## src/rtl/ma_inverse.sv

```systemverilog
// ma_inverse: recovers samples x[n] from a window-N running sum via x[n] = y[n] - y[n-1] + x[n-N]
module ma_inverse #(
  parameter int WIN_LEN = 3,
  parameter int DATA_W  = 16,
  parameter int SUM_W   = DATA_W + $clog2(WIN_LEN) + 1
) (
  input  logic                     clk,
  input  logic                     rst,
  input  logic                     en,
  input  logic                     clr,
  input  logic                     in_valid,
  input  logic signed [SUM_W-1:0]  in_data,
  output logic                     in_ready,
  output logic                     out_valid,
  output logic signed [DATA_W-1:0] out_data,
  input  logic                     out_ready,
  output logic                     ovf
);
  typedef enum logic [1:0] {ST_IN, ST_CALC, ST_OUT} state_t;
  state_t                    r_state;
  logic signed [SUM_W-1:0]   r_y_cur;
  logic signed [SUM_W-1:0]   r_y_prev;
  logic signed [DATA_W-1:0]  r_hist [WIN_LEN];
  logic                      r_out_valid;
  logic signed [DATA_W-1:0]  r_out_data;
  logic                      r_ovf;
  logic signed [SUM_W:0]     w_d;
  logic [SUM_W-DATA_W+1:0]   w_top;
  logic                      w_fit;
  // one guard bit above the sum width keeps the difference exact before the DATA_W wrap
  assign w_d      = (SUM_W+1)'(r_y_cur) - (SUM_W+1)'(r_y_prev) + (SUM_W+1)'(r_hist[WIN_LEN-1]);
  assign w_top    = w_d[SUM_W:DATA_W-1];
  assign w_fit    = (&w_top) | ~(|w_top);
  assign in_ready = (r_state == ST_IN);
  assign out_valid = r_out_valid;
  assign out_data  = r_out_data;
  assign ovf       = r_ovf;
  // handshake FSM plus decode datapath; history holds wrapped samples so it tracks a wrapping upstream
  always_ff @(posedge clk or negedge rst) begin
    if (!rst) begin
      r_state     <= ST_IN;
      r_y_cur     <= '0;
      r_y_prev    <= '0;
      r_out_valid <= 1'b0;
      r_out_data  <= '0;
      r_ovf       <= 1'b0;
      for (int k = 0; k < WIN_LEN; k++) r_hist[k] <= '0;
    end else if (en) begin
      if (clr) begin
        r_state     <= ST_IN;
        r_y_prev    <= '0;
        r_out_valid <= 1'b0;
        r_ovf       <= 1'b0;
        for (int k = 0; k < WIN_LEN; k++) r_hist[k] <= '0;
      end else begin
        case (r_state)
          ST_IN: if (in_valid) begin
            r_y_cur <= in_data;
            r_state <= ST_CALC;
          end
          ST_CALC: begin
            r_out_data  <= w_d[DATA_W-1:0];
            r_out_valid <= 1'b1;
            r_ovf       <= r_ovf | ~w_fit;
            r_y_prev    <= r_y_cur;
            for (int k = 1; k < WIN_LEN; k++) r_hist[k] <= r_hist[k-1];
            r_hist[0]   <= w_d[DATA_W-1:0];
            r_state     <= ST_OUT;
          end
          ST_OUT: if (out_ready) begin
            r_out_valid <= 1'b0;
            r_state     <= ST_IN;
          end
          default: r_state <= ST_IN;
        endcase
      end
    end
  end
endmodule

```

## config.mk

```make
export PLATFORM = sky130hd
export DESIGN_NAME = ma_inverse
export DESIGN_NICKNAME = d
export VERILOG_FILES = /design/src/rtl/ma_inverse.sv
export SDC_FILE = /design/constraint.sdc
export NUM_CORES = 1
export LEC_CHECK = 0
export ABC_AREA = 1
export BUFFER_PORTS_ARGS = -buffer_cell sky130_fd_sc_hd__buf_2
export CAP_MARGIN = 20
export CORE_MARGIN = 4
export CORE_UTILIZATION = 50
export CTS_CLUSTER_SIZE = 12
export DETAILED_ROUTE_END_ITERATION = 10
export GPL_ROUTABILITY_DRIVEN = 0
export PLACE_DENSITY = 0.75
export SETUP_SLACK_MARGIN = 0.02
export SLEW_MARGIN = 20
export SYNTH_ARGS = -nofsm -noshare
export SYNTH_HDL_FRONTEND = slang
export SYNTH_SLANG_ARGS = --single-unit
```

## constraint.sdc

```tcl
create_clock -name clk -period 4.5 [get_ports clk]
set_input_delay 1.125 -clock clk [delete_from_list [all_inputs] [get_ports clk]]
set_output_delay 1.125 -clock clk [all_outputs]
set_load 0.02 [all_outputs]
```

== Word level (Yosys, flattened, before mapping) ==
Index checks and enable logic that the tools add are counted.
W data, S select, Z words.
Operators by class
  add/subtract/negate cells: 2
  eq/ne operators: 4
  mux-type cells: 13
  bitwise gates (word level): 5
  reduce and logical (&&, ||, !) cells: 10
Operator list (count)
  $mux W48: 2
  $mux W19: 2
  $add A20 B16 Y20: 1
  $sub A19 B19 Y20: 1
  $reduce_and A3 Y1: 3
  $mux W2: 3
  $ne A3 B3 Y1 const B: 2
  $pmux W2 S3: 1
  $reduce_and A5 Y1: 1
  $reduce_or A5 Y1: 1
  $mux W1: 4
  $reduce_and A4 Y1: 1
  $not A1 Y1: 3
  $reduce_bool A3 Y1: 1
  $eq A2 B1 Y1 const B: 1
  $eq A2 B2 Y1 const B: 1
  $logic_not A2 Y1: 1
  $or A1 B1 Y1: 2
  $pmux W1 S2: 1
  $reduce_and A2 Y1: 1
  $reduce_bool A2 Y1: 1
Word-level totals
  bits in registers: 106
  bits of input ports: 25
  output and inout bits: 19
  logic and storage cells: 43

== Logic depth before layout (Yosys ltp) ==
  word-level depth: 9
  mapped depth: 21
  mapped depth without buffers: 21

== Worst setup path before layout ==
No wires, ideal clock.
  kind: register to register
  start point: register r_y_cur[2]
  end point: register r_ovf, in the netlist ovf
  library setup time: 0.116 ns
  arrival time: 2.263 ns
  required time: 4.384 ns
  slack: 2.121 ns
  stages on the path, launching flop included: 18
  path buffers: 0
  cells stage by stage: dfrtp_1 inv_1 fa_1 inv_1 ha_1 or2_1 nand3_1 nand2_2 nand2_2 nand2_1 nand2_1 nand2_1 nor2_1 nand3_1 nand2_1 nand3_1 nand2_1 nand2_1
Between the ends
  cells in the longest elaborated chain, start to end: 9
RTL lines
  start: declaration: line 21  | logic signed [SUM_W-1:0] r_y_cur;
  start signal: assignment: line 58  | r_y_cur <= in_data;
  $sub A19 B19 Y20 *: line 31  | assign w_d = (SUM_W+1)'(r_y_cur) - (SUM_W+1)'(r_y_prev) + (SUM_W+1)'(r_hist[WIN_LEN-1]);
  $add A20 B16 Y20 *: line 31
  $reduce_or A5 Y1: line 33  | assign w_fit = (&w_top) | ~(|w_top);
  $not A1 Y1: line 33
  $or A1 B1 Y1 *: line 33
  $not A1 Y1 *: line 64  | r_ovf <= r_ovf | ~w_fit;
  $or A1 B1 Y1 *: line 64
  $mux W1 *: line 56  | case (r_state)
  $mux W1 *: line 49  | if (clr) begin
  end signal: assignment: line 64
  end: declaration: line 26  | logic r_ovf;
Mark *: on every way between the ends. The rest lies on a longest branch, timed or not. The select of a mux whose other input is x is not followed.
A chain may end at the register's enable or synchronous reset.

== Worst setup path in the final report ==
  start point: register r_y_prev[0]
  end point: register r_ovf, in the netlist ovf
Between the ends
  cells in the longest elaborated chain, start to end: 9
RTL lines
  start: declaration: line 22  | logic signed [SUM_W-1:0] r_y_prev;
  start signal: assignment: line 65  | r_y_prev <= r_y_cur;
  $sub A19 B19 Y20 *: line 31
  $add A20 B16 Y20 *: line 31
  $reduce_or A5 Y1: line 33
  $not A1 Y1: line 33
  $or A1 B1 Y1 *: line 33
  $not A1 Y1 *: line 64
  $or A1 B1 Y1 *: line 64
  $mux W1 *: line 56
  $mux W1 *: line 49
Marks and branches as above.

==> results.cfg <==
[flow_run]
cap_viol_max_count = 0

[power]
powerDensity_mw_per_mm2 = 850.0
p_leak_nw = 3.419
finalPower_mw = 5.408
vdd_drop_max_v = 0.0003148

[global_route]
grt_pass1_wl_um = 20270
antenna_found_initial = 0
grt_pass1_vias = 4345
grt_max_degree = 84
overflow = 0
grt_util_all_layers_pct = 18.92

[floorplan]
fp.coreArea_mm2 = 0.01103
io_pins = 44
initial_core_util_pct = 51.91
die_h_um = 115.0
fp.dieW_um = 115.0
num_rows = 38
fp.dieArea_mm2 = 0.01323

[setup_path]
crit_arrival_ns = 3.07
critical_path_buf_inv_count = 3
rr_endpoint = ovf$_DFFE_PN0P_
critPathSlowestCell = dfrtp_1
cp.required_ns = 4.74
end_kind = flip-flop
worst_setup_path_start_kind = flip-flop
r2r-start = r_y_prev[0]$_DFFE_PN0P_
crit_path_frequent_cell = nand2_1
crit_path_max_fanout = 4
cp_cell_sequence = ha_1 -> inv_1 -> ha_1 -> inv_1 -> fa_1 -> inv_1 -> nand2_1 -> nand2_1 -> nand3_1 -> nand2_1 -> nand2_1 -> nand3_1 -> nand2_1 -> nor2_1 -> nand3_1 -> nand2_1 -> nand3_1 -> nand2_1 -> nand2_1
path_class = flip-flop to flip-flop
critical-path-top-delay-family = simple AND/OR/NAND/NOR gates
reg2reg_slack_ns = 1.66
rr_worst_depth = 19
slowest_delay_ns = 0.39

[worst_hold_path]
holdPathStages = 2
min_to = out_data[0]$_DFFE_PN0P_
worstHoldStart = out_data[0]$_DFFE_PN0P_
hold_path.class = flip-flop to flip-flop

[synth]
ys_async_sr_fraction_pct = 100.0
syn_nets = 740
yosysWarnings = 0
synth-seq-area-share_pct = 46.33
synth_ff_type = dfrtp_1
synth_cells = 676
syn_avg_cell_area_um2 = 8.470
synth_cell_types = 38
synth_seq_cells = 106
synth-edff-count = 0
syn-cell-area_mm2 = 0.005725

[cts]
post-cts-setup-buffers = 0
cts_num_sinks = 106
htreeDepth = 3
clk_pin_slew_ns = 0.07
cts_tree = yes
cts_root_buf = clkbuf_16
cts_resized = 0
cts.hold.buffers_added = 0
cts.path.max_buffers = 2
cts_buffers = 9
worstSkewPairLatency_ns = 0.35

[sta]
finalCriticalPeriod_ns = 2.838
final_max_slew_viol_count = 0
hold_slack_ns = 0.4697
hold_violations = 0
fin_setup_tns_ns = 0
slew_headroom_pct = 39.04
clock_skew_ns = 0.006292
rsz0062_at_grt = false
tightest_slew_ns = 0.9130
clock.fmax_mhz = 352.4
setup_viol = 0
period_share_pct = 63.06

[cells_and_area]
final_nets = 781
synthToLayoutAreaGrowth_pct = 11.12
drive_gt1_share_pct = 12.47
n_antenna_cell = 0
final_cell_mix = inv_1, nand2_1, dfrtp_1, o21ai_0, buf_2
final_core_util_pct = 57.68

[detailed_routing]
drtIter0Drc = 216
ant_nets = 0
drcViolationCount = 0
dr.pass1.iters = 5
via_count = 4339
viasPerCell = 5.034
wl_per_cell_um = 13.29
wl_um = 11460

[status]
status = finished clean

[placement]
dp_hpwl_um = 8342
portBuffers = 43
cell usage after synthesis (2+ instances only):
cell type | count | area (um2)
nand4_1 | 3 | 18.77
nor3_1 | 3 | 15.01
inv_2 | 3 | 11.26
buf_2 | 5 | 25.02
or2_4 | 2 | 17.52
nor2_2 | 2 | 12.51
ha_1 | 20 | 250.2
a21o_1 | 5 | 37.54
nor2_4 | 2 | 22.52
o21ai_1 | 8 | 40.04
fa_1 | 19 | 380.4
o21ai_2 | 3 | 26.28
buf_1 | 2 | 7.510
nand2_1 | 143 | 536.8
nand2_2 | 6 | 37.54
a21oi_4 | 2 | 32.53
nand3_1 | 19 | 95.09
inv_1 | 143 | 536.8
and3_1 | 2 | 12.51
clkbuf_1 | 6 | 22.52
dfrtp_1 | 106 | 2653
o21ai_0 | 44 | 220.2
buf_6 | 5 | 56.30
a21oi_1 | 38 | 190.2
o22ai_1 | 32 | 200.2
nor2_1 | 38 | 142.6
o21bai_1 | 3 | 22.52
a31o_2 | 2 | 17.52
cell type report:
| class | instances | area [um2] |
|---|---|---|
| fill | 996 | 4668 |
| sequential | 106 | 2653 |
| multi-input combinational | 405 | 2406 |
| inverter | 146 | 548.0 |
| timing repair buffer | 49 | 266.5 |
| clock buffer | 11 | 252.7 |
| tap | 140 | 175.2 |
| clock inverter | 5 | 61.31 |
worst max path at each step:
stage	start	end	slack, ns	cells past startpoint
after floorplan	r_y_cur[2]$_DFFE_PN0P_	ovf$_DFFE_PN0P_	2.12	17
after global placement	clr	r_hist[30]$_DFFE_PN0P_	1.56	8
after detailed placement	clr	r_y_prev[18]$_DFFE_PN0P_	1.47	8
after CTS	r_y_prev[0]$_DFFE_PN0P_	ovf$_DFFE_PN0P_	1.73	19
after global routing	r_y_cur[6]$_DFFE_PN0P_	ovf$_DFFE_PN0P_	1.48	18
final	r_y_prev[0]$_DFFE_PN0P_	ovf$_DFFE_PN0P_	1.66	19
through the flow:
| step | worst slack (ns) | cells | area (um2) |
|---|---|---|---|
| floorplan | 2.121 | 676 | 5725 |
| global placement | 1.562 | 846 | 6045 |
| detailed placement | 1.475 | 846 | 6045 |
| CTS | 1.733 | 862 | 6359 |
| global route | 1.482 | 862 | 6362 |
| finish | 1.662 | 862 | 6362 |
cell families after synthesis:
group	count (synthesis)	share of synthesized area [%]
simple gates	222	16.19
fa+ha+maj	39	11.01
flops	106	46.33
mux	1	0.1967
buf+inv	165	11.65
xor+xnor	2	0.3060
compound gates	141	14.31
power breakdown:
part           leakage, nW  internal (mW)  switching (mW)  total [mW]
logic                 1.91           1.11            2.08        3.19
clock network        0.156          0.465           0.350       0.814
registers             1.35           1.26           0.139        1.40
total                 3.42           2.84            2.57        5.41
flip-flops by register name, indices dropped and copies added, names as in the netlist:
name / cells
r_hist: 48
r_state: 2
out_valid: 1
r_y_prev: 19
ovf: 1
out_data: 16
r_y_cur: 19
layer usage:
layer	vias up	GRT usage (%)	part of all wire, %
met1	2048	26.09	47
li1	2201	-	-
met2	74	30.21	48
met4	0	6.416	1.7
met3	16	3.684	3.9
met5	-	0	0
worst min-delay path: stages, from the launching register on:
cell,delay (ns)
dfrtp_1,0.34
nand2_1,0.05
nand2_1,0.05
No activity file was read; power rests on OpenSTA's default activity.
